<file path="config.mk">
export PLATFORM = sky130hd
export DESIGN_NAME = vga_timing_ctrl
export DESIGN_NICKNAME = d
export VERILOG_FILES = /design/src/rtl/vga_timing_ctrl.sv
export SDC_FILE = /design/constraint.sdc
export NUM_CORES = 1
export LEC_CHECK = 0
export ABC_CLOCK_PERIOD_IN_PS = 1800
export CORE_ASPECT_RATIO = 1.1
export CORE_MARGIN = 5
export CORE_UTILIZATION = 44
export DETAILED_ROUTE_END_ITERATION = 7
export GPL_ROUTABILITY_DRIVEN = 0
export PLACE_DENSITY = 0.86
export SLEW_MARGIN = 20
export SYNTH_ARGS = -nofsm -noshare
export SYNTH_HDL_FRONTEND = slang
export SYNTH_SLANG_ARGS = --single-unit
</file>
<file path="constraint.sdc">
create_clock -name clk -period 1.8 [get_ports clk]
set_input_delay 0.18 -clock clk [delete_from_list [all_inputs] [get_ports clk]]
set_output_delay 0.18 -clock clk [all_outputs]
set_load 0.005 [all_outputs]
</file>
<file path="src/rtl/vga_timing_ctrl.sv">
// vga_timing_ctrl
//   VGA raster timing generator. A clock divider produces the pixel enable
//   (pix_tick) and the DAC pixel clock (vga_clk). The horizontal and vertical
//   counters advance once per pixel and are presented as x/y to the pixel
//   generator. That block returns combinational r_in/g_in/b_in. Colour,
//   blanking and syncs are then registered together, so all DAC-side outputs
//   lag x/y by exactly one pixel tick and stay mutually aligned.
//
// Ports
//   clk, rst_n            system clock, asynchronous active-low reset
//   x, y          [9:0]   current h/v count, held for CLK_DIV clocks
//   r_in,g_in,b_in [7:0]  colour for (x,y) from the pixel generator
//   r, g, b       [7:0]   registered colour, forced to 0 outside active video
//   hsync, vsync          registered syncs, active level HS_POL/VS_POL
//   blank_n               registered, 1 = visible pixel
//   vga_clk               pixel clock, high for the upper half of the divider
//   pix_tick              one-clock pixel enable
//   line_start            one-clock pulse on horizontal wrap
//   frame_start           one-clock pulse on frame wrap
//
// H_TOTAL and V_TOTAL must both be <= 1024 to fit the 10-bit counters.

module vga_timing_ctrl #(
  parameter int   CLK_DIV  = 2,
  parameter int   H_ACTIVE = 640,
  parameter int   H_FP     = 16,
  parameter int   H_SYNC   = 96,
  parameter int   H_BP     = 48,
  parameter int   V_ACTIVE = 480,
  parameter int   V_FP     = 10,
  parameter int   V_SYNC   = 2,
  parameter int   V_BP     = 33,
  parameter logic HS_POL   = 1'b0,
  parameter logic VS_POL   = 1'b0
) (
  input  logic       clk,
  input  logic       rst_n,
  output logic [9:0] x,
  output logic [9:0] y,
  input  logic [7:0] r_in,
  input  logic [7:0] g_in,
  input  logic [7:0] b_in,
  output logic [7:0] r,
  output logic [7:0] g,
  output logic [7:0] b,
  output logic       hsync,
  output logic       vsync,
  output logic       blank_n,
  output logic       vga_clk,
  output logic       pix_tick,
  output logic       line_start,
  output logic       frame_start
);

  localparam int H_TOTAL = H_ACTIVE + H_FP + H_SYNC + H_BP;
  localparam int V_TOTAL = V_ACTIVE + V_FP + V_SYNC + V_BP;
  localparam int DIV_W   = (CLK_DIV > 2) ? $clog2(CLK_DIV) : 1;

  localparam logic [DIV_W-1:0] DIV_MAX  = DIV_W'(CLK_DIV - 1);
  localparam logic [DIV_W-1:0] DIV_HALF = DIV_W'(CLK_DIV / 2);

  localparam logic [9:0] H_MAX    = 10'(H_TOTAL - 1);
  localparam logic [9:0] V_MAX    = 10'(V_TOTAL - 1);
  localparam logic [9:0] H_ACT    = 10'(H_ACTIVE);
  localparam logic [9:0] V_ACT    = 10'(V_ACTIVE);
  localparam logic [9:0] HS_FIRST = 10'(H_ACTIVE + H_FP);
  localparam logic [9:0] HS_LAST  = 10'(H_ACTIVE + H_FP + H_SYNC - 1);
  localparam logic [9:0] VS_FIRST = 10'(V_ACTIVE + V_FP);
  localparam logic [9:0] VS_LAST  = 10'(V_ACTIVE + V_FP + V_SYNC - 1);

  logic [DIV_W-1:0] r_div_cnt;
  logic [9:0]       r_h_cnt;
  logic [9:0]       r_v_cnt;
  logic [7:0]       r_r, r_g, r_b;
  logic             r_hsync, r_vsync, r_blank_n;

  logic w_tick;
  logic w_h_wrap;
  logic w_v_wrap;
  logic w_active;
  logic w_hs_raw;
  logic w_vs_raw;

  // Divider, tick and pixel clock
  assign w_tick  = (r_div_cnt == DIV_MAX);
  assign vga_clk = (r_div_cnt >= DIV_HALF);

  always_ff @(posedge clk or negedge rst_n) begin
    if (!rst_n) begin
      r_div_cnt <= '0;
    end else if (w_tick) begin
      r_div_cnt <= '0;
    end else begin
      r_div_cnt <= r_div_cnt + 1'b1;
    end
  end

  // Raster counters, advanced only on the pixel enable
  assign w_h_wrap = (r_h_cnt == H_MAX);
  assign w_v_wrap = (r_v_cnt == V_MAX);

  always_ff @(posedge clk or negedge rst_n) begin
    if (!rst_n) begin
      r_h_cnt <= '0;
      r_v_cnt <= '0;
    end else if (w_tick) begin
      if (w_h_wrap) begin
        r_h_cnt <= '0;
        if (w_v_wrap) begin
          r_v_cnt <= '0;
        end else begin
          r_v_cnt <= r_v_cnt + 10'd1;
        end
      end else begin
        r_h_cnt <= r_h_cnt + 10'd1;
      end
    end
  end

  // Decode of the current (unregistered) raster position
  assign w_active = (r_h_cnt < H_ACT) && (r_v_cnt < V_ACT);
  assign w_hs_raw = (r_h_cnt >= HS_FIRST) && (r_h_cnt <= HS_LAST);
  assign w_vs_raw = (r_v_cnt >= VS_FIRST) && (r_v_cnt <= VS_LAST);

  // Output stage: colour is sampled together with the timing decode of the
  // same pixel, which gives the one-tick lag shared by every DAC output.
  always_ff @(posedge clk or negedge rst_n) begin
    if (!rst_n) begin
      r_r       <= '0;
      r_g       <= '0;
      r_b       <= '0;
      r_blank_n <= 1'b0;
      r_hsync   <= ~HS_POL;
      r_vsync   <= ~VS_POL;
    end else if (w_tick) begin
      r_r       <= w_active ? r_in : '0;
      r_g       <= w_active ? g_in : '0;
      r_b       <= w_active ? b_in : '0;
      r_blank_n <= w_active;
      r_hsync   <= w_hs_raw ? HS_POL : ~HS_POL;
      r_vsync   <= w_vs_raw ? VS_POL : ~VS_POL;
    end
  end

  assign x           = r_h_cnt;
  assign y           = r_v_cnt;
  assign r           = r_r;
  assign g           = r_g;
  assign b           = r_b;
  assign hsync       = r_hsync;
  assign vsync       = r_vsync;
  assign blank_n     = r_blank_n;
  assign pix_tick    = w_tick;
  assign line_start  = w_tick && w_h_wrap;
  assign frame_start = w_tick && w_h_wrap && w_v_wrap;

endmodule

</file>
# Yosys cells after proc, flatten, opt, wreduce, memory -nomap -nowiden
# Index checks and enable logic that the tools add are counted.
[op_classes]
n_lt_le_gt_ge = 7
eq_ne = 2
addsub = 3
muxes = 8
n_reduce_logical = 6
[op_table]
columns = ["op", "n"]
rows = [
  ["$mux W8", 3],
  ["$add A10 B1 Y10 const B", 2],
  ["$eq A10 B10 Y1 const B", 2],
  ["$mux W10", 2],
  ["$ge A10 B10 Y1 const B", 1],
  ["$ge A10 B9 Y1 const B", 1],
  ["$le A10 B10 Y1 const B", 1],
  ["$le A10 B9 Y1 const B", 1],
  ["$lt A10 B10 Y1 const B", 1],
  ["$lt A10 B9 Y1 const B", 1],
  ["$logic_and A1 B1 Y1", 5],
  ["$mux W1", 3],
  ["$reduce_and A2 Y1", 1],
  ["$add A1 B1 Y1 const B", 1],
  ["$ge A1 B1 Y1 const B", 1],
]
[totals]
elab_cells = 35
input_bits = 26
register_bits = 48

# Depth between registers and ports, before layout
[depth]
word_depth = 3
ltp_mapped = 6

# Least setup slack after synthesis
# Ideal clock, no wire load.
[synth_timing]
kind = "register -> register"
from = "register r_h_cnt[0], in the netlist x[0]"
to = "register r_v_cnt[9], in the netlist y[9]"
t_required_ns = 1.723
setup_ns = 0.077
path_slack_ns = 0.162
arrival_time_ns = 1.560
path_buffers = 0
stages_incl_launch_ff = 6
cell_sequence = "dfrtp_1 -> ha_1 -> and4_4 -> nand3_4 -> or4_1 -> a21oi_1"
[synth_via]
elab_chain_cells = 2
[synth_lines]
columns = ["element", "line", "source"]
rows = [
  ["start, declared", "72", "logic [9:0] r_h_cnt;"],
  ["start signal, assigned", "115", "r_h_cnt <= r_h_cnt + 10'd1;"],
  ["$eq A10 B10 Y1", "99", "assign w_h_wrap = (r_h_cnt == H_MAX);"],
  ["$reduce_and A2 Y1 (no source line)", "n/a", ""],
  ["end signal, assigned", "112", "r_v_cnt <= r_v_cnt + 10'd1;"],
  ["end, declared", "73", "logic [9:0] r_v_cnt;"],
]
# No other way between the ends.
# A chain may end at the register's enable or synchronous reset.

# Final worst setup path
[layout_timing]
from = "register r_h_cnt[1], in the netlist x[1]"
to = "register r_v_cnt[9], in the netlist y[9]"
# Same word-level chain as after synthesis.

==> results_dict.tcl <==
set metrics [dict create \
    dp_hpwl_um 3850 \
    cap_violations 0 \
    finalWorstSetupSlack_ns 0.0467 \
    path_clk_slew_ns 0.09 \
    clock_path_buffers 2 \
    hold_viol 0 \
    die_y_um 82.0 \
    cts-buffers-inserted 5 \
    hp-class "in -> reg" \
    status "finished, final reports clean" \
    place_inst 322 \
    p_total_uw 1920 \
    finalCritPeriodShare 0.974 \
    p_leak_uw 0.00145 \
    p_sw_uw 431 \
    synth_seq_cells 48 \
    first_iter_violations 108 \
    syn-mean-instance-area_um2 12.0 \
    worstSetupPathType "reg -> reg" \
    crit_path_end_kind "register" \
    area_growth_syn_to_layout_pct 56.4 \
    grt_usage 0.184 \
    fill_cells 340 \
    grt_pass1_vias 1850 \
    drive_above_1_share 0.208 \
    drt-pass1-iter-count 4 \
    routedWlPerCell_um 15.6 \
    grt_pass1_wl_um 8490 \
    fin_cells 340 \
    cts_tree "done" \
    period_minus_slack_ns 1.75 \
    die_width_um 75.5 \
    layout_commonest_cell "clkdlybuf4s50_1" \
    preCtsSetupSlack_ns -0.112 \
    final_max_slew_viol_count 0 \
    fin_util 0.702 \
    synth_fp_nets 203 \
    grt_max_degree 49 \
    area.sequential_mm2 0.00120 \
    worst_pin_slew_ns 0.597 \
    ys_types 37 \
    place_area_mm2 0.00306 \
    cts_sinks 48 \
    setup_viol 0 \
    design_area_mm2 0.00324 \
    p_seq_frac 0.584 \
    drc 0 \
    synthCells 173 \
    crit_fanout 4 \
    via_count 1809 \
    core_mm2 0.00462 \
    critPathLaunchType "register" \
    p_int_uw 1490 \
    p_clk_frac 0.332 \
    clock_skew_ns 0.00894 \
    fmax_mhz 570 \
    clkLatencyLatePin_ns 0.30 \
    slew_headroom 0.602 \
    ys_warn_count 0 \
    sw_frac_of_total 0.224 \
    antenna_found_initial 0 \
    port_buffers 76 \
    grt_overflow_total 0 \
    start_util 0.449 \
    power_frac_comb 0.084 \
    arrival_ns 1.99 \
    fin_nets 313 \
    htreeDepth 2 \
    netlist_area_mm2 0.00207 \
    wirelength_um 5310 \
    vdd_ir_drop_max_uv 578 \
    dieArea_mm2 0.00619 \
    synth_seq_area_share 0.581 \
    drt-vias-per-instance 5.32 \
    power_density_mw_per_mm2 592 \
    antenna_cells 0 \
    ant_nets 0 \
    io_pins 77 \
    rows 26 \
    multi_input_area_um2 822 \
    root_buffer "clkbuf_8" \
    worst_ep_required_time_ns 2.04 \
    layout_common_cells "73 x clkdlybuf4s50_1, 46 x dfrtp_1, 34 x buf_4" \
]
[worst max-delay path, cell delays in order (launching register included)]
cell     delay, ns
dfrtp_1       0.38
ha_2          0.19
and4_4        0.23
nand3_4       0.10
buf_4         0.16
or4_4         0.50
a21oi_2       0.13
[state kept, by name, summed over array words and instances (netlist names), 8 cells and up]
name and flops:
r 8, x 10, b 8, y 10, g 8
[power groups by stage]
stage	logic (µW)	registers, µW	clock network (µW)
global placement	159	1140	0
CTS	165	1120	648
finish	162	1120	638
global route	177	1130	691
detailed placement	163	1140	0
floorplan	23.3	1140	0
[area by class of cell]
type | instances | share of cell area
tap | 56 | 0.0216
clock buffer | 6 | 0.0224
clock inverter | 2 | 0.00386
inverter | 7 | 0.00810
sequential | 48 | 0.371
multi-input combinational | 109 | 0.254
timing repair buffer | 112 | 0.319
[stage by stage]
stage / hold slack [ns] / TNS, ns
after CTS: 0.459 / 0
after floorplan: -0.116 / 0
after global routing: 0.462 / -0.0178
final: 0.469 / 0
after global placement: 0.304 / -0.0561
after detailed placement: 0.308 / -0.112
[per-layer routing]
metal | track usage | share of wire | wire, µm
met1 | 0.208 | 0.38 | 2010
met2 | 0.307 | 0.50 | 2670
met3 | 0.0759 | 0.099 | 527
met4 | 0.0699 | 0.018 | 94
met5 | 0 | 0 | 0
[cell usage after synthesis]
cell | instances | area, µm²
dfrtp_1 | 46 | 1150
a22o_1 | 24 | 210
nand3_1 | 10 | 50.1
nor2_1 | 10 | 37.5
xnor2_1 | 9 | 78.8
o21ai_0 | 7 | 35.0
nand4_1 | 6 | 37.5
inv_1 | 5 | 18.8
nand2_1 | 5 | 18.8
a21oi_1 | 4 | 20.0
ha_1 | 4 | 50.1
nor3_1 | 4 | 20.0
xor2_1 | 4 | 35.0
and3_1 | 3 | 18.8
buf_2 | 3 | 15.0
buf_4 | 3 | 22.5
clkbuf_1 | 3 | 11.3
clkinv_1 | 2 | 7.51
dfstp_2 | 2 | 52.6
nor4_1 | 2 | 12.5
a21o_1 | 1 | 7.51
and4_1 | 1 | 8.76
and4_2 | 1 | 10.0
and4_4 | 1 | 11.3
and4b_1 | 1 | 10.0
and4b_4 | 1 | 13.8
nand3_4 | 1 | 17.5
nand4b_1 | 1 | 8.76
nor2_8 | 1 | 20.0
nor4bb_1 | 1 | 10.0
o2111ai_1 | 1 | 8.76
o22ai_1 | 1 | 6.26
o31ai_1 | 1 | 7.51
or2_2 | 1 | 6.26
or3_1 | 1 | 6.26
or4_1 | 1 | 7.51
or4b_2 | 1 | 10.0
[timing repair]
action,in CTS,in global routing
buffers inserted,4,5
hold buffers,1,0
resized for setup,8,4
pin swaps,2,3
hold endpoints to repair,46,0
endpoints found under the setup margin,2,4
[cells by family after synthesis]
kind of cell,Yosys count,synth area share
and+or+nand+nor,53,0.162
AOI/OAI and AO/OA,39,0.142
DFF,48,0.581
xor gates and xnor gates,13,0.0549
adders and majority gates,4,0.0241
buffers and inverters,16,0.0362
[final timing paths]
path                               from      end  slack (ns)  cells past startpoint
worst max-delay path               x[1]     y[9]        0.05                      6
worst min-delay path            g_in[2]     g[2]        0.47                      2
worst max register to register     x[1]     y[9]        0.05                      6
worst min register to register  blank_n  blank_n        0.49                      1
max in group asynchronous         rst_n     x[3]        0.90                      3
min in group asynchronous         rst_n     b[3]        0.49                      3
No activity file was read; power rests on OpenSTA's default activity.
